`config.mk`:
```
export PLATFORM = sky130hd
export DESIGN_NAME = pipe_ctrl_flat
export DESIGN_NICKNAME = d
export VERILOG_FILES = /design/src/rtl/pipe_ctrl_if.sv /design/src/rtl/pipe_ctrl.sv /design/src/flat_wrapper.sv
export SDC_FILE = /design/constraint.sdc
export NUM_CORES = 1
export LEC_CHECK = 0
export CAP_MARGIN = 20
export CORE_ASPECT_RATIO = 0.5
export CORE_MARGIN = 3
export CORE_UTILIZATION = 41
export CTS_BUF_LIST = sky130_fd_sc_hd__clkbuf_8
export CTS_CLUSTER_SIZE = 10
export DETAILED_ROUTE_END_ITERATION = 12
export PLACE_DENSITY = 0.84
export REMOVE_ABC_BUFFERS = 1
export SLEW_MARGIN = 20
export SYNTH_ARGS = -nofsm -noshare
export SYNTH_HDL_FRONTEND = slang
export SYNTH_SLANG_ARGS = --single-unit
export TNS_END_PERCENT = 50
```
`constraint.sdc`:
```
create_clock -name CLK -period 2.5 [get_ports CLK]
set_input_delay 0.75 -clock CLK [delete_from_list [all_inputs] [get_ports CLK]]
set_output_delay 0.75 -clock CLK [all_outputs]
set_load 0.005 [all_outputs]
```
`src/rtl/pipe_ctrl_if.sv`:
```
// pipe_ctrl_if
//   Bundles the signals exchanged between the pipeline datapath and the
//   sequencing controller. The clock and reset stay outside this interface.
//
//   Datapath -> controller:
//     id_rs, id_rs_use, id_rt, id_rt_use   source registers read by the D instruction
//     ex_load, ex_rd                       load in E and its destination register
//     id_md_use                            D instruction touches HI/LO or the md unit
//     ex_md_start, ex_md_div               E starts a multiply (0) or a divide (1)
//     m_exc, m_exc_code                    exception/interrupt taken in M, and its ExcCode
//     m_eret, epc                          ERET in M, and the current CP0 EPC
//   Controller -> datapath:
//     freeze_pc, freeze_ifid, bubble_idex  stall controls
//     flush_pipe                           clears IF/ID, ID/EX and EX/MEM
//     pc_redirect, redirect_target         PC load enable and its value
//     md_busy                              multiply/divide unit busy
//     exc_code_q                           ExcCode latched at exception entry
//
//   Modports:
//     master  the datapath side (drives the hazard inputs)
//     slave   the controller side (pipe_ctrl)
interface pipe_ctrl_if;
  logic [4:0]  id_rs;
  logic        id_rs_use;
  logic [4:0]  id_rt;
  logic        id_rt_use;
  logic        ex_load;
  logic [4:0]  ex_rd;
  logic        id_md_use;
  logic        ex_md_start;
  logic        ex_md_div;
  logic        m_exc;
  logic [4:0]  m_exc_code;
  logic        m_eret;
  logic [31:0] epc;

  logic        freeze_pc;
  logic        freeze_ifid;
  logic        bubble_idex;
  logic        flush_pipe;
  logic        pc_redirect;
  logic [31:0] redirect_target;
  logic        md_busy;
  logic [4:0]  exc_code_q;

  modport master (
    output id_rs, id_rs_use, id_rt, id_rt_use, ex_load, ex_rd,
           id_md_use, ex_md_start, ex_md_div,
           m_exc, m_exc_code, m_eret, epc,
    input  freeze_pc, freeze_ifid, bubble_idex, flush_pipe,
           pc_redirect, redirect_target, md_busy, exc_code_q
  );

  modport slave (
    input  id_rs, id_rs_use, id_rt, id_rt_use, ex_load, ex_rd,
           id_md_use, ex_md_start, ex_md_div,
           m_exc, m_exc_code, m_eret, epc,
    output freeze_pc, freeze_ifid, bubble_idex, flush_pipe,
           pc_redirect, redirect_target, md_busy, exc_code_q
  );
endinterface

```
`src/rtl/pipe_ctrl.sv`:
```
// pipe_ctrl
//   Pipeline sequencing controller for the 5-stage MIPS core. It produces
//   the freeze/clear controls of the stage registers and the PC redirect by
//   combining three mechanisms:
//     - load-use hazard stalls (combinational),
//     - multiply/divide busy stalls driven by an internal down-counter,
//     - a RUN -> FLUSH -> REFILL sequencer for exception entry and ERET.
//
//   Ports:
//     CLK    rising-edge clock
//     reset  asynchronous, active-low (0 = reset asserted)
//     bus    pipe_ctrl_if.slave, all hazard inputs and control outputs
//
//   Parameters:
//     MULT_CYCLES   busy cycles after a MULT/MULTU issues from E
//     DIV_CYCLES    busy cycles after a DIV/DIVU issues from E
//     HANDLER_ADDR  exception handler entry PC
module pipe_ctrl #(
  parameter int unsigned MULT_CYCLES  = 5,
  parameter int unsigned DIV_CYCLES   = 10,
  parameter logic [31:0] HANDLER_ADDR = 32'h0000_4180
) (
  input  logic       CLK,
  input  logic       reset,
  pipe_ctrl_if.slave bus
);

  localparam int unsigned MAX_CYCLES = (MULT_CYCLES > DIV_CYCLES) ? MULT_CYCLES : DIV_CYCLES;
  localparam int unsigned CNT_W      = $clog2(MAX_CYCLES + 1);

  typedef enum logic [1:0] {
    RUN    = 2'd0,
    FLUSH  = 2'd1,
    REFILL = 2'd2
  } state_t;

  state_t           state;
  logic [CNT_W-1:0] md_count;
  logic             flush_q;
  logic             redirect_q;
  logic [31:0]      target_q;
  logic [4:0]       code_q;

  logic             md_busy_int;
  logic             rs_hit;
  logic             rt_hit;
  logic             load_use;
  logic             md_hazard;
  logic             stall;

  // Multiply/divide busy counter. A start is only honoured when the unit is
  // idle; a start while busy cannot happen in a correct pipeline because the
  // md stall holds the dependent instruction, so it is simply ignored here.
  // The counter keeps running through FLUSH/REFILL so an issued operation
  // always completes.
  always_ff @(posedge CLK or negedge reset) begin
    if (!reset) begin
      md_count <= '0;
    end else if (md_count == '0) begin
      if (bus.ex_md_start) begin
        md_count <= bus.ex_md_div ? CNT_W'(DIV_CYCLES) : CNT_W'(MULT_CYCLES);
      end
    end else begin
      md_count <= md_count - CNT_W'(1);
    end
  end

  assign md_busy_int = (md_count != '0);

  // Exception/ERET sequencer. FLUSH and REFILL each last one cycle. The flush
  // and redirect strobes are registered so they are glitch-free and line up
  // with the FLUSH state. Exceptions win over ERET when both are seen; in
  // REFILL the M stage holds a bubble, so m_exc/m_eret are not looked at.
  always_ff @(posedge CLK or negedge reset) begin
    if (!reset) begin
      state      <= RUN;
      flush_q    <= 1'b0;
      redirect_q <= 1'b0;
      target_q   <= '0;
      code_q     <= '0;
    end else begin
      case (state)
        RUN: begin
          if (bus.m_exc) begin
            state      <= FLUSH;
            flush_q    <= 1'b1;
            redirect_q <= 1'b1;
            target_q   <= HANDLER_ADDR;
            code_q     <= bus.m_exc_code;
          end else if (bus.m_eret) begin
            state      <= FLUSH;
            flush_q    <= 1'b1;
            redirect_q <= 1'b1;
            target_q   <= bus.epc;
          end
        end
        FLUSH: begin
          state      <= REFILL;
          flush_q    <= 1'b0;
          redirect_q <= 1'b0;
        end
        REFILL: begin
          state <= RUN;
        end
        default: begin
          state      <= RUN;
          flush_q    <= 1'b0;
          redirect_q <= 1'b0;
        end
      endcase
    end
  end

  // Stall detection. Register $0 never creates a load-use hazard. The md
  // hazard also covers the issue cycle itself (ex_md_start), before the
  // counter has been loaded. The flush overrides any freeze, and the reset
  // term keeps the combinational outputs low while reset is held.
  always_comb begin
    rs_hit    = bus.id_rs_use && (bus.id_rs == bus.ex_rd);
    rt_hit    = bus.id_rt_use && (bus.id_rt == bus.ex_rd);
    load_use  = bus.ex_load && (bus.ex_rd != 5'd0) && (rs_hit || rt_hit);
    md_hazard = bus.id_md_use && (md_busy_int || bus.ex_md_start);
    stall     = (load_use || md_hazard) && (state != FLUSH) && reset;
  end

  assign bus.freeze_pc       = stall;
  assign bus.freeze_ifid     = stall;
  assign bus.bubble_idex     = stall;
  assign bus.flush_pipe      = flush_q;
  assign bus.pc_redirect     = redirect_q;
  assign bus.redirect_target = target_q;
  assign bus.md_busy         = md_busy_int;
  assign bus.exc_code_q      = code_q;

endmodule

```
`src/flat_wrapper.sv`:
```
// flat-port wrapper written by rule: the top's interface ports become plain ports
module pipe_ctrl_flat 
#(
  parameter int unsigned MULT_CYCLES  = 5,
  parameter int unsigned DIV_CYCLES   = 10,
  parameter logic [31:0] HANDLER_ADDR = 32'h0000_4180
)
  (CLK, reset, bus_id_rs, bus_id_rs_use, bus_id_rt, bus_id_rt_use, bus_ex_load, bus_ex_rd, bus_id_md_use, bus_ex_md_start, bus_ex_md_div, bus_m_exc, bus_m_exc_code, bus_m_eret, bus_epc, bus_freeze_pc, bus_freeze_ifid, bus_bubble_idex, bus_flush_pipe, bus_pc_redirect, bus_redirect_target, bus_md_busy, bus_exc_code_q);
  pipe_ctrl_if bus_i ();
  input  logic CLK;
  input  logic reset;
  input wire logic [$bits(bus_i.id_rs)-1:0] bus_id_rs;
  input wire logic [$bits(bus_i.id_rs_use)-1:0] bus_id_rs_use;
  input wire logic [$bits(bus_i.id_rt)-1:0] bus_id_rt;
  input wire logic [$bits(bus_i.id_rt_use)-1:0] bus_id_rt_use;
  input wire logic [$bits(bus_i.ex_load)-1:0] bus_ex_load;
  input wire logic [$bits(bus_i.ex_rd)-1:0] bus_ex_rd;
  input wire logic [$bits(bus_i.id_md_use)-1:0] bus_id_md_use;
  input wire logic [$bits(bus_i.ex_md_start)-1:0] bus_ex_md_start;
  input wire logic [$bits(bus_i.ex_md_div)-1:0] bus_ex_md_div;
  input wire logic [$bits(bus_i.m_exc)-1:0] bus_m_exc;
  input wire logic [$bits(bus_i.m_exc_code)-1:0] bus_m_exc_code;
  input wire logic [$bits(bus_i.m_eret)-1:0] bus_m_eret;
  input wire logic [$bits(bus_i.epc)-1:0] bus_epc;
  output wire logic [$bits(bus_i.freeze_pc)-1:0] bus_freeze_pc;
  output wire logic [$bits(bus_i.freeze_ifid)-1:0] bus_freeze_ifid;
  output wire logic [$bits(bus_i.bubble_idex)-1:0] bus_bubble_idex;
  output wire logic [$bits(bus_i.flush_pipe)-1:0] bus_flush_pipe;
  output wire logic [$bits(bus_i.pc_redirect)-1:0] bus_pc_redirect;
  output wire logic [$bits(bus_i.redirect_target)-1:0] bus_redirect_target;
  output wire logic [$bits(bus_i.md_busy)-1:0] bus_md_busy;
  output wire logic [$bits(bus_i.exc_code_q)-1:0] bus_exc_code_q;
  assign bus_i.id_rs = bus_id_rs;
  assign bus_i.id_rs_use = bus_id_rs_use;
  assign bus_i.id_rt = bus_id_rt;
  assign bus_i.id_rt_use = bus_id_rt_use;
  assign bus_i.ex_load = bus_ex_load;
  assign bus_i.ex_rd = bus_ex_rd;
  assign bus_i.id_md_use = bus_id_md_use;
  assign bus_i.ex_md_start = bus_ex_md_start;
  assign bus_i.ex_md_div = bus_ex_md_div;
  assign bus_i.m_exc = bus_m_exc;
  assign bus_i.m_exc_code = bus_m_exc_code;
  assign bus_i.m_eret = bus_m_eret;
  assign bus_i.epc = bus_epc;
  assign bus_freeze_pc = bus_i.freeze_pc;
  assign bus_freeze_ifid = bus_i.freeze_ifid;
  assign bus_bubble_idex = bus_i.bubble_idex;
  assign bus_flush_pipe = bus_i.flush_pipe;
  assign bus_pc_redirect = bus_i.pc_redirect;
  assign bus_redirect_target = bus_i.redirect_target;
  assign bus_md_busy = bus_i.md_busy;
  assign bus_exc_code_q = bus_i.exc_code_q;
  pipe_ctrl #(.MULT_CYCLES(MULT_CYCLES), .DIV_CYCLES(DIV_CYCLES), .HANDLER_ADDR(HANDLER_ADDR)) u_core (.CLK(CLK), .reset(reset), .bus(bus_i));
endmodule
```
### Word-level counts from Yosys, hierarchy flattened

Index checks and enable logic that the tools add are counted.

* output and inout port bits: 43
* input port bits: 62
* bits in registers: 44

* multiplexer cells: 11
* add/subtract/negate cells: 1
* reductions and logical operators: 18
* bitwise operators: 1
* equal/unequal tests: 7

Operator list (count)
* two-way mux 32 bit: 2
* two-way mux 4 bit: 3
* == test 5 bit: 2
* logical AND 1 bit: 7
* AND reduction 2 bit: 3
* nonzero test 5 bit: 1
* logical NOT 4 bit: 1
* two-way mux 2 bit: 2
* one-hot mux 2 bit (2 select lines): 1
* nonzero test 4 bit: 1
* subtractor 4 x 1 -> 4 bit (second input constant): 1
* logical OR 1 bit: 3
* inequality test 3 bit (second input constant): 1
* == test 2 x 1 -> 1 bit (second input constant): 1
* == test 2 bit (second input constant): 1
* logical NOT 2 bit: 1
* two-way mux 1 bit: 2
* inequality test 2 x 1 -> 1 bit (second input constant): 1
* inequality test 2 bit (second input constant): 1
* one-hot mux 1 bit (2 select lines): 1
* nonzero test 2 bit: 1
* NOT 1 bit: 1

### Longest topological paths before layout

* depth in word-level cells: 7
* mapped depth: 7

### Least setup slack after synthesis

No wires, ideal clock.

* kind: input-to-output
* from: input port bus_ex_rd[0]
* to: output port bus_freeze_ifid
* slack: 0.104 ns
* cell stages on the path: 6
* data arrival time: 1.646 ns
* path buffers: 1
* cell sequence: xor2_1 -> nor4_1 -> and3_1 -> a31oi_1 -> o21ai_2 -> buf_4

* longest elaborated chain between the ends: 7
* elaborated cells between the ends (all ways): 11
* classes of those cells: eq/ne: 2; reduce/logical: 9

RTL lines
* start, declared: line flat_wrapper.sv:17 `input wire logic [$bits(bus_i.ex_rd)-1:0] bus_ex_rd;`
* == test 5 bit (on tied branches): line pipe_ctrl.sv:119, pipe_ctrl.sv:120
* logical AND 1 bit (on tied branches): line pipe_ctrl.sv:119, pipe_ctrl.sv:120
* logical OR 1 bit: line pipe_ctrl.sv:121 `load_use = bus.ex_load && (bus.ex_rd != 5'd0) && (rs_hit || rt_hit);`
* logical AND 1 bit *: line pipe_ctrl.sv:121
* logical OR 1 bit *: line pipe_ctrl.sv:123 `stall = (load_use || md_hazard) && (state != FLUSH) && reset;`
* logical AND 1 bit * (2 in series): line pipe_ctrl.sv:123
* end, declared: line flat_wrapper.sv:26 `output wire logic [$bits(bus_i.freeze_ifid)-1:0] bus_freeze_ifid;`

Mark *: on every way between the ends. The rest lies on a longest branch, timed or not.

### Worst setup path in the final report

* from: input port bus_id_rs[0]
* to: output port bus_freeze_ifid

* longest elaborated chain between the ends: 7

RTL lines
* start, declared: line flat_wrapper.sv:12 `input wire logic [$bits(bus_i.id_rs)-1:0] bus_id_rs;`
* == test 5 bit: line pipe_ctrl.sv:119 `rs_hit = bus.id_rs_use && (bus.id_rs == bus.ex_rd);`
* logical AND 1 bit: line pipe_ctrl.sv:119
* logical OR 1 bit: line pipe_ctrl.sv:121
* logical AND 1 bit: line pipe_ctrl.sv:121
* logical OR 1 bit: line pipe_ctrl.sv:123
* logical AND 1 bit (2 in series): line pipe_ctrl.sv:123

Every way passes these cells.

==> reports/qor.txt <==
Outcome: complete, but fails checks
Failing checks: negative setup slack
Number of fill cells in the layout: 351
Starting DRT DRC Count: 80
Cell area after synthesis: 2040 um2
Die W: 106 um
Mapped Avg Cell Area: 9.99 um2
Post-CTS setup buffers: 0
Worst slack, placed: -898 ps
CTS tree: built
Synth warn: 0
Post-route setup slack: -51.9 ps
Overflow after GRT: 0
Final instance area: 3250 um2
WS Path Type: primary input to output port
Hold slack: 470 ps
Synth Register Bits: 44
Worst Setup Start Kind: primary input
Fmax achieved: 392 MHz
Input/output buffers: 104
Ys async rst share: 100%
Clk buf depth: 2
Pwr Density: 1000 nW/um2
Synth area leaders: dfrtp_1 (54%), nand2_1 (12%), nand3b_1 (11%)
IO Pins: 105
Sequential share of the synthesized area: 54.1%
Sw Share: 33.3%
Vias per cell: 4.71
# rows: 17
Slew headroom: 63.1%
Crit path time final: 2550 ps
Unique cell type count in the Yosys netlist: 30
Gate power share: 44.6%
Final clock skew: 7.19 ps
First-pass GRT wire length: 9490 um
Routed len/inst: 15.0 um
TritonCTS Sinks: 44
Actual slew at the worst max-slew pin: 553 ps
Vias in the first global route: 1911
Dpl hpwl: 4230 um
Core area: 4590 um2
Int Pwr: 2.17 mW
Final period util: 102%
Share of cells above drive strength 1: 12.3%
Number of remaining DRC errors: 0
Total Routed Length: 5640 um
Fraction of power consumed by the clock network: 17.5%
Max-slew violation count: 0
Pre-antenna DRT Iters: 4
Min-Delay Path Class: flip-flop to flip-flop
NumNets Final: 373
Worst Path Required: 1750 ps
Dominant cell by count in the synthesized netlist: nand2_1
Final hold vios: 0
Antenna Nets Post-Route: 0
Htree depth: 2
Ant diodes: 0
Largest net degree at the start of global routing: 45
Clk_lat worst skew: 290 ps
DR vias: 1770
Reg power frac: 37.9%
Post-Synthesis Cells: 204
Clock transition at path regs: 80 ps
Area grow syn2layout: 59.8%
Clk root buf: clkbuf_8
Net Sw Power: 1.08 mW
Worst VDD drop: 425 uV
Util after Layout: 70.8%
Post-DP Area: 3140 um2
Arr. time, crit path: 1800 ps
Chip Height: 55.8 um
Top post-synthesis cells by count: nand2_1 (66), dfrtp_1 (44), nand3b_1 (30)
Max Cap Viol: 0
CP Capture Type: output port
Total die area: 5900 um2
Critical path fanouts, max: 3
CTS Buf Count: 5
P_leak: 1.51 nW
Final GP Congestion: 0.731
Initial antenna violation count: 0
Share of the synthesized area in the top cell type: 54.1%
EDFF count, synth: 0
Synth area leader: dfrtp_1
RSZ-0062 raised after global routing: true
GRT Util Overall: 20.1%
Synth Flop Type: dfrtp_1
Starting Density: 44.3%
Final setup violation count: 3
[sequential cells by signal (all words and copies together) (netlist names)]
signal	cells
u_core.bus.exc_code_q	5
u_core.md_count	4
u_core.bus.flush_pipe	1
u_core.bus.redirect_target	32
u_core.state	2
[through the flow]
stage          std cells  TNS, ps  total power, mW
2_1_floorplan        191        0             1.79
3_3_place_gp         368    -2490             2.65
3_5_place_dp         368    -2670             2.72
4_1_cts              376     -206             3.29
5_1_grt              376     -492             3.48
6_report             376     -147             3.26
[power by group through the flow]
| stage | sequential (mW) | combinational, mW | clock [mW] |
|---|---|---|---|
| 6_report | 1.23 | 1.45 | 0.570 |
| 5_1_grt | 1.28 | 1.59 | 0.618 |
| 4_1_cts | 1.23 | 1.48 | 0.583 |
| 3_5_place_dp | 1.25 | 1.47 | 0 |
| 3_3_place_gp | 1.23 | 1.42 | 0 |
| 2_1_floorplan | 1.24 | 0.541 | 0 |
[metal layers]
layer	vias up	GRT usage (%)	wire, um
met5	-	0	0
met2	33	36.6	3140
met4	0	7.20	89
li1	871	-	-
met3	8	3.71	166
met1	858	23.9	2250
[kinds of logic (layout without fill, tap and decap cells)]
| group | Yosys count | count (layout) | share of synthesized area (%) |
|---|---|---|---|
| XOR/XNOR | 12 | 12 | 5.16 |
| AO/OA/AOI/OAI | 13 | 13 | 4.05 |
| flip-flops | 44 | 44 | 54.1 |
| adder cells (fa/ha/maj) | 2 | 2 | 1.23 |
| buffers and inverters | 19 | 125 | 4.48 |
| multiplexers | 6 | 6 | 3.26 |
| AND/OR/NAND/NOR | 108 | 108 | 27.8 |
[cell type report]
class,count,area [um2],share of cell area (%)
inverters,6,22.5,0.692
clock buffers,6,82.6,2.54
flip-flops and latches,44,1100,33.8
clock inverters,2,38.8,1.19
repair buffers,111,1050,32.3
multi-input cells,141,875,26.9
well taps,66,82.6,2.54
[worst max-delay path, stage by stage]
cell and delay, ps:
buf_6 90, xor2_1 150, nor4_1 280, and3_1 190, a31oi_1 50, o21ai_2 150
buf_2 140
[final timing paths]
| check | startpoint | endpoint | slack (ps) | depth (start not counted) |
|---|---|---|---|---|
| max in group asynchronous | reset | u_core.bus.redirect_target[29] | 1540 | 2 |
| hold reg to reg | u_core.bus.redirect_target[31] | u_core.bus.redirect_target[31] | 470 | 2 |
| setup / recovery | bus_id_rs[0] | bus_freeze_ifid | -50 | 7 |
| setup reg to reg | u_core.state[0] | u_core.bus.redirect_target[14] | 1100 | 5 |
| min in group asynchronous | reset | u_core.md_count[2] | 570 | 2 |
| hold / removal | u_core.bus.redirect_target[31] | u_core.bus.redirect_target[31] | 470 | 2 |
[layout by cell type (no fill, tap or decap), types with 2 or more instances in the layout]
| master | netlist | routed |
|---|---|---|
| buf_2 | 7 | 8 |
| buf_4 | 3 | 8 |
| buf_6 | 0 | 4 |
| clkbuf_8 | 0 | 6 |
| clkdlybuf4s15_1 | 0 | 2 |
| clkdlybuf4s50_1 | 0 | 86 |
| dfrtp_1 | 44 | 44 |
| dlygate4sd2_1 | 0 | 3 |
| ha_1 | 2 | 2 |
| inv_1 | 4 | 4 |
| inv_2 | 2 | 2 |
| mux2_1 | 5 | 5 |
| nand2_1 | 66 | 66 |
| nand3b_1 | 30 | 30 |
| nor2_1 | 3 | 3 |
| nor3_1 | 2 | 2 |
| o21ai_0 | 4 | 4 |
| o21ai_1 | 2 | 2 |
| o21ai_2 | 2 | 2 |
| xnor2_1 | 3 | 3 |
| xor2_1 | 9 | 5 |
| xor2_2 | 0 | 4 |
[what timing repair did]
item	4_1_cts	5_1_grt
gates resized for setup	65	0
hold buffers	0	0
pin swaps	11	0
setup endpoints to repair	3	3
Note: power is estimated with default switching activity, not from simulation.
